==> config.mk <==
export PLATFORM = sky130hd
export DESIGN_NAME = win_scanner
export DESIGN_NICKNAME = d
export VERILOG_FILES = /design/src/rtl/win_scanner.sv
export SDC_FILE = /design/constraint.sdc
export NUM_CORES = 1
export LEC_CHECK = 0
export BUFFER_PORTS_ARGS = -buffer_cell sky130_fd_sc_hd__clkbuf_2
export CAP_MARGIN = 20
export CORE_ASPECT_RATIO = 0.7
export CORE_MARGIN = 10
export CORE_UTILIZATION = 35
export CTS_CLUSTER_SIZE = 12
export DETAILED_ROUTE_END_ITERATION = 10
export MAX_ROUTING_LAYER = met4
export PLACE_DENSITY = 0.61
export SLEW_MARGIN = 5
export SYNTH_ARGS = -nofsm -noshare
export SYNTH_HDL_FRONTEND = slang
export SYNTH_SLANG_ARGS = --single-unit
==> constraint.sdc <==
create_clock -name clk -period 8.4 [get_ports clk]
set_input_delay 0.84 -clock clk [delete_from_list [all_inputs] [get_ports clk]]
set_output_delay 0.84 -clock clk [all_outputs]
set_load 0.01 [all_outputs]
==> src/rtl/win_scanner.sv <==
// Scans the four axes through the freshly dropped piece via a 1-cycle-latency board read port.
// Latency: 2 cycles per in-bounds probe, 1 per out-of-bounds ray end, +1 FINISH; start ignored unless IDLE.
module win_scanner #(
  parameter int ROWS    = 6,
  parameter int COLS    = 7,
  parameter int WIN_LEN = 4,
  parameter int ROW_W   = 3,
  parameter int COL_W   = 3,
  parameter int CNT_W   = 3
) (
  input  logic             clk,
  input  logic             rst_n,
  input  logic             start,
  input  logic [ROW_W-1:0] origin_row,
  input  logic [COL_W-1:0] origin_col,
  input  logic             player,
  output logic             rd_en,
  output logic [ROW_W-1:0] rd_row,
  output logic [COL_W-1:0] rd_col,
  input  logic [1:0]       rd_data,
  output logic             busy,
  output logic             done,
  output logic             win,
  output logic [1:0]       win_axis,
  output logic [CNT_W-1:0] win_count
);

  localparam int SW = ((ROW_W > COL_W) ? ROW_W : COL_W) + CNT_W + 2;

  typedef enum logic [1:0] {IDLE, ISSUE, CHECK, FINISH} state_t;

  state_t           state_q, state_d;
  logic [ROW_W-1:0] org_row_q, org_row_d, rd_row_q;
  logic [COL_W-1:0] org_col_q, org_col_d, rd_col_q;
  logic             player_q, player_d;
  logic [1:0]       axis_q, axis_d;
  logic             neg_q, neg_d;
  logic [CNT_W-1:0] step_q, step_d, count_q, count_d;
  logic             win_q, win_d;
  logic [1:0]       win_axis_q, win_axis_d;
  logic [CNT_W-1:0] win_count_q, win_count_d;

  logic signed [SW-1:0] step_s, off_r, off_c, tgt_row, tgt_col;
  logic                 in_bounds, ray_end, origin_oor;

  // Target cell = origin + step * axis vector; the negative ray flips the vector.
  always_comb begin
    step_s = $signed({{(SW-CNT_W){1'b0}}, step_q});
    off_r  = '0;
    off_c  = '0;
    case (axis_q)
      2'd0:    off_r = step_s;
      2'd1:    off_c = step_s;
      2'd2:    begin off_r = step_s;  off_c = step_s; end
      default: begin off_r = -step_s; off_c = step_s; end
    endcase
    if (neg_q) begin
      off_r = -off_r;
      off_c = -off_c;
    end
    tgt_row   = $signed({{(SW-ROW_W){1'b0}}, org_row_q}) + off_r;
    tgt_col   = $signed({{(SW-COL_W){1'b0}}, org_col_q}) + off_c;
    in_bounds = !tgt_row[SW-1] && (tgt_row < $signed(SW'(ROWS))) &&
                !tgt_col[SW-1] && (tgt_col < $signed(SW'(COLS)));
  end

  assign origin_oor = ({1'b0, origin_row} >= (ROW_W+1)'(ROWS)) ||
                      ({1'b0, origin_col} >= (COL_W+1)'(COLS));

  always_comb begin
    state_d     = state_q;
    org_row_d   = org_row_q;
    org_col_d   = org_col_q;
    player_d    = player_q;
    axis_d      = axis_q;
    neg_d       = neg_q;
    step_d      = step_q;
    count_d     = count_q;
    win_d       = win_q;
    win_axis_d  = win_axis_q;
    win_count_d = win_count_q;
    ray_end     = 1'b0;
    rd_en       = 1'b0;
    case (state_q)
      IDLE: begin
        if (start) begin
          org_row_d   = origin_row;
          org_col_d   = origin_col;
          player_d    = player;
          axis_d      = 2'd0;
          neg_d       = 1'b0;
          step_d      = CNT_W'(1);
          count_d     = CNT_W'(1);
          win_d       = 1'b0;
          win_axis_d  = 2'd0;
          win_count_d = '0;
          state_d     = origin_oor ? FINISH : ISSUE;
        end
      end
      ISSUE: begin
        if (in_bounds) begin
          rd_en   = 1'b1;
          state_d = CHECK;
        end else begin
          ray_end = 1'b1;
        end
      end
      CHECK: begin
        if (rd_data == {player_q, ~player_q}) begin
          count_d = count_q + CNT_W'(1);
          if (count_d == CNT_W'(WIN_LEN)) begin
            win_d       = 1'b1;
            win_axis_d  = axis_q;
            win_count_d = CNT_W'(WIN_LEN);
            state_d     = FINISH;
          end else if (step_q == CNT_W'(WIN_LEN-1)) begin
            ray_end = 1'b1;
          end else begin
            step_d  = step_q + CNT_W'(1);
            state_d = ISSUE;
          end
        end else begin
          ray_end = 1'b1;
        end
      end
      FINISH:  state_d = IDLE;
      default: state_d = IDLE;
    endcase

    // The + ray hands its count to the - ray; the axis total is folded in after the - ray.
    if (ray_end) begin
      step_d = CNT_W'(1);
      if (!neg_q) begin
        neg_d   = 1'b1;
        state_d = ISSUE;
      end else begin
        if (count_d > win_count_d) win_count_d = count_d;
        neg_d   = 1'b0;
        count_d = CNT_W'(1);
        if (axis_q == 2'd3) begin
          state_d = FINISH;
        end else begin
          axis_d  = axis_q + 2'd1;
          state_d = ISSUE;
        end
      end
    end
  end

  assign rd_row    = rd_en ? tgt_row[ROW_W-1:0] : rd_row_q;
  assign rd_col    = rd_en ? tgt_col[COL_W-1:0] : rd_col_q;
  assign busy      = (state_q == ISSUE) || (state_q == CHECK);
  assign done      = (state_q == FINISH);
  assign win       = win_q;
  assign win_axis  = win_axis_q;
  assign win_count = win_count_q;

  always_ff @(posedge clk or negedge rst_n) begin
    if (!rst_n) begin
      state_q     <= IDLE;
      org_row_q   <= '0;
      org_col_q   <= '0;
      player_q    <= 1'b0;
      axis_q      <= 2'd0;
      neg_q       <= 1'b0;
      step_q      <= '0;
      count_q     <= '0;
      win_q       <= 1'b0;
      win_axis_q  <= 2'd0;
      win_count_q <= '0;
      rd_row_q    <= '0;
      rd_col_q    <= '0;
    end else begin
      state_q     <= state_d;
      org_row_q   <= org_row_d;
      org_col_q   <= org_col_d;
      player_q    <= player_d;
      axis_q      <= axis_d;
      neg_q       <= neg_d;
      step_q      <= step_d;
      count_q     <= count_d;
      win_q       <= win_d;
      win_axis_q  <= win_axis_d;
      win_count_q <= win_count_d;
      rd_row_q    <= rd_row;
      rd_col_q    <= rd_col;
    end
  end

endmodule

==> metrics.cfg <==
[outcome]
status=finished clean

[setup_path]
worstReg2RegEnd=state_q[0]$_DFFE_PN0P_
r2r_slack_ns=4.49
worstPathCellList=inv_1 -> ha_1 -> a22oi_1 -> ha_1 -> nor2_1 -> xor2_1 -> ha_1 -> nand3_1 -> nand2_1 -> o211ai_2 -> a2111oi_2 -> o2111a_2 -> nand2_1 -> o21ai_0 -> clkbuf_2
start_kind=flip-flop
crit_type=reg2out
crit_path_frequent_cell=ha_1
crit_path_top_delay_cell=dfrtp_1
cp.arrival_ns=4.12
end_kind=primary output
max_stage_delay_ns=0.51
reg2reg_depth=15
crit_family=compound AO/OA/AOI/OAI gates
critPathBufInv=2
r2r-start=step_q[0]$_DFFE_PN0P_
crit_fanout=12
required_ns=7.56

[min_path]
hp-start=win$_DFFE_PN0P_
hold_end=win$_DFFE_PN0P_
min_path_type=reg2reg
whs_path_depth=1

[drt]
routedWlPerCell_um=14.80
via_per_inst=5.111
drt-pass1-iter-count=4
ant_nets=0
dr.first_iter.drc_count=86
wl_um=5047
drc=0
dr_total_vias=1743

[clock_network]
cts.sinks=30
worstSkewPairLatency_ns=0.28
cts_buffers=5
post-cts-setup-buffers=0
cts-resized-gates=0
clockBufferDepth=2
path_clk_slew_ns=0.06
cts_hold_buffers=0
cts_tree=built
cts_root_buffer=clkbuf_8
cts_max_level=2

[yosys]
synth-seq-area-share_pct=34.23
synth_compound_area_share_pct=21.05
async_reset_ff_share_pct=100.0
synth_cell_type_count=51
synth_flop_cell=dfrtp_1
syn_area_per_cell_sq_um=9.373
synth_top_family_by_area=compound AO/OA/AOI/OAI gates
syn_nets=274
synth-adder-area-share_pct=16.66
ys.warnings.count=0
muxShareOfSynthArea_pct=7.587
synthXorXnorAreaFrac_pct=1.597
synth_cells=234
synthSimpleGateAreaFrac_pct=12.84
synth-seq-cells=30
syn_area_sq_um=2193
synth_edf_count=0

[floorplanning]
start_util_pct=35.63
rows=24
io_pins=27
dieWidth_um=114.6
core_area_sq_um=6156
die_h_um=86.23
die_area_sq_um=9883

[sta]
rsz0062_at_grt=no
hold_viol_final=0
tightest_slew_ns=0.7553
max_freq_ghz=0.2018
setup_violations=0
finalCritPeriodShare_pct=59.00
maxSlewViolCount=0
relSlewSlack_pct=49.65
clock_skew_ns=0.003384
tns_ns=0
finalCriticalPeriod_ns=4.956

[place]
place_area_sq_um=2401
port_buffers=26
place_hpwl_um=3954
gp_congestion=0.8013

[global_route]
grt_max_degree=31
grt_pass1_wl_um=8314
antenna_found_initial=0
grt_overflow=0
first_global_vias=1670
gr-usage-all-layers_pct=10.78

[layout]
nets=302
syn_to_final_growth_pct=13.63
final_common_cell=dfrtp_1
fin_util_pct=40.49
drive_gt1_share_pct=20.15
multiInputGateArea_sq_um=1310
seq_area_sq_um=750.7
fin_area_sq_um=2492
n_antenna_cell=0
layout_common_cells=dfrtp_1, inv_1, nand2_1, ha_1, clkbuf_2
fillerInstances=616

[job]
maxCapViolCount=0

[pwr]
leakagePower_uw=0.001261
ir_drop_mv=0.2200
p_per_area_nw_per_um2=414.8

[metrics by stage]
stage | total power (uW) | worst slack [ns] | std cells | hold slack (ns)
6_report | 1034 | 3.444 | 341 | 0.4884
5_1_grt | 1133 | 3.105 | 341 | 0.5061
4_1_cts | 1042 | 3.422 | 341 | 0.4906
3_5_place_dp | 914.6 | 3.738 | 333 | 0.4754
3_3_place_gp | 906.0 | 3.783 | 333 | 0.4646
2_1_floorplan | 737.5 | 4.270 | 234 | 0.4861
[cell type report]
type / instances / area share (%)
Sequential cell: 30 / 30.12
Clock inverter: 1 / 0.2008
Timing Repair Buffer: 26 / 5.221
Multi-Input combinational cell: 169 / 52.56
Clock buffer: 7 / 3.464
Tap cell: 78 / 3.916
Inverter: 30 / 4.518
[power by group]
part	internal [uW]	total (uW)	leakage, uW	switching (uW)
registers	201	254	0.000378	53.8
logic	279	659	0.000836	380
clock network	66.0	120	0.0000482	54.4
total	546	1030	0.00126	488
[per-layer routing]
layer / global-route usage, % / share of wire, % / vias to the layer above
met5: - / 0 / -
met3: 2.899 / 3.2 / 7
met4: 2.724 / 1.3 / 0
li1: - / - / 882
met1: 15.22 / 53 / 827
met2: 14.73 / 42 / 27
[registers in the layout (all words and copies together) (netlist names), 2 cells and up]
name       cells
state_q        2
count_q        3
axis_q         2
win_axis       2
win_count      3
step_q         3
org_col_q      3
rd_row_q       3
rd_col_q       3
org_row_q      3
[synth_stat cells, drive strengths merged (3+ instances only)]
cell type / instances / share of area, %
mux2: 10 / 5.3
nand2: 26 / 4.4
ha: 26 / 15
nand3: 3 / 0.68
a31oi: 3 / 0.86
dfrtp: 30 / 34
buf: 3 / 0.57
nor2: 9 / 1.5
a21o: 5 / 1.7
xor2: 3 / 1.2
a22oi: 4 / 1.4
or2b: 3 / 1.0
o21ai: 21 / 5.5
mux2i: 5 / 2.3
nand2b: 5 / 1.4
a22o: 3 / 1.2
inv: 30 / 5.1
a21oi: 11 / 2.7
[logic make-up (layout without fill, tap and decap cells)]
logic type,count (synthesis),in the layout
muxes,15,15
AOI/OAI and AO/OA,65,65
DFF,30,30
buffers and inverters,35,64
adders and majority gates,28,28
xor gates and xnor gates,4,4
and+or+nand+nor,57,57
[how the worst max path moves through the flow]
stage	start	end	slack, ns	cells past startpoint
2_1_floorplan	step_q[0]$_DFFE_PN0P_	rd_col[0]	4.27	15
3_5_place_dp	step_q[0]$_DFFE_PN0P_	rd_col[2]	3.74	15
5_1_grt	step_q[0]$_DFFE_PN0P_	rd_col[0]	3.11	15
4_1_cts	step_q[0]$_DFFE_PN0P_	rd_col[2]	3.42	15
6_report	step_q[0]$_DFFE_PN0P_	rd_col[1]	3.44	15
3_3_place_gp	axis_q[1]$_DFF_PN0_	rd_row[2]	3.78	14
Note: power is estimated with default switching activity, not from simulation.
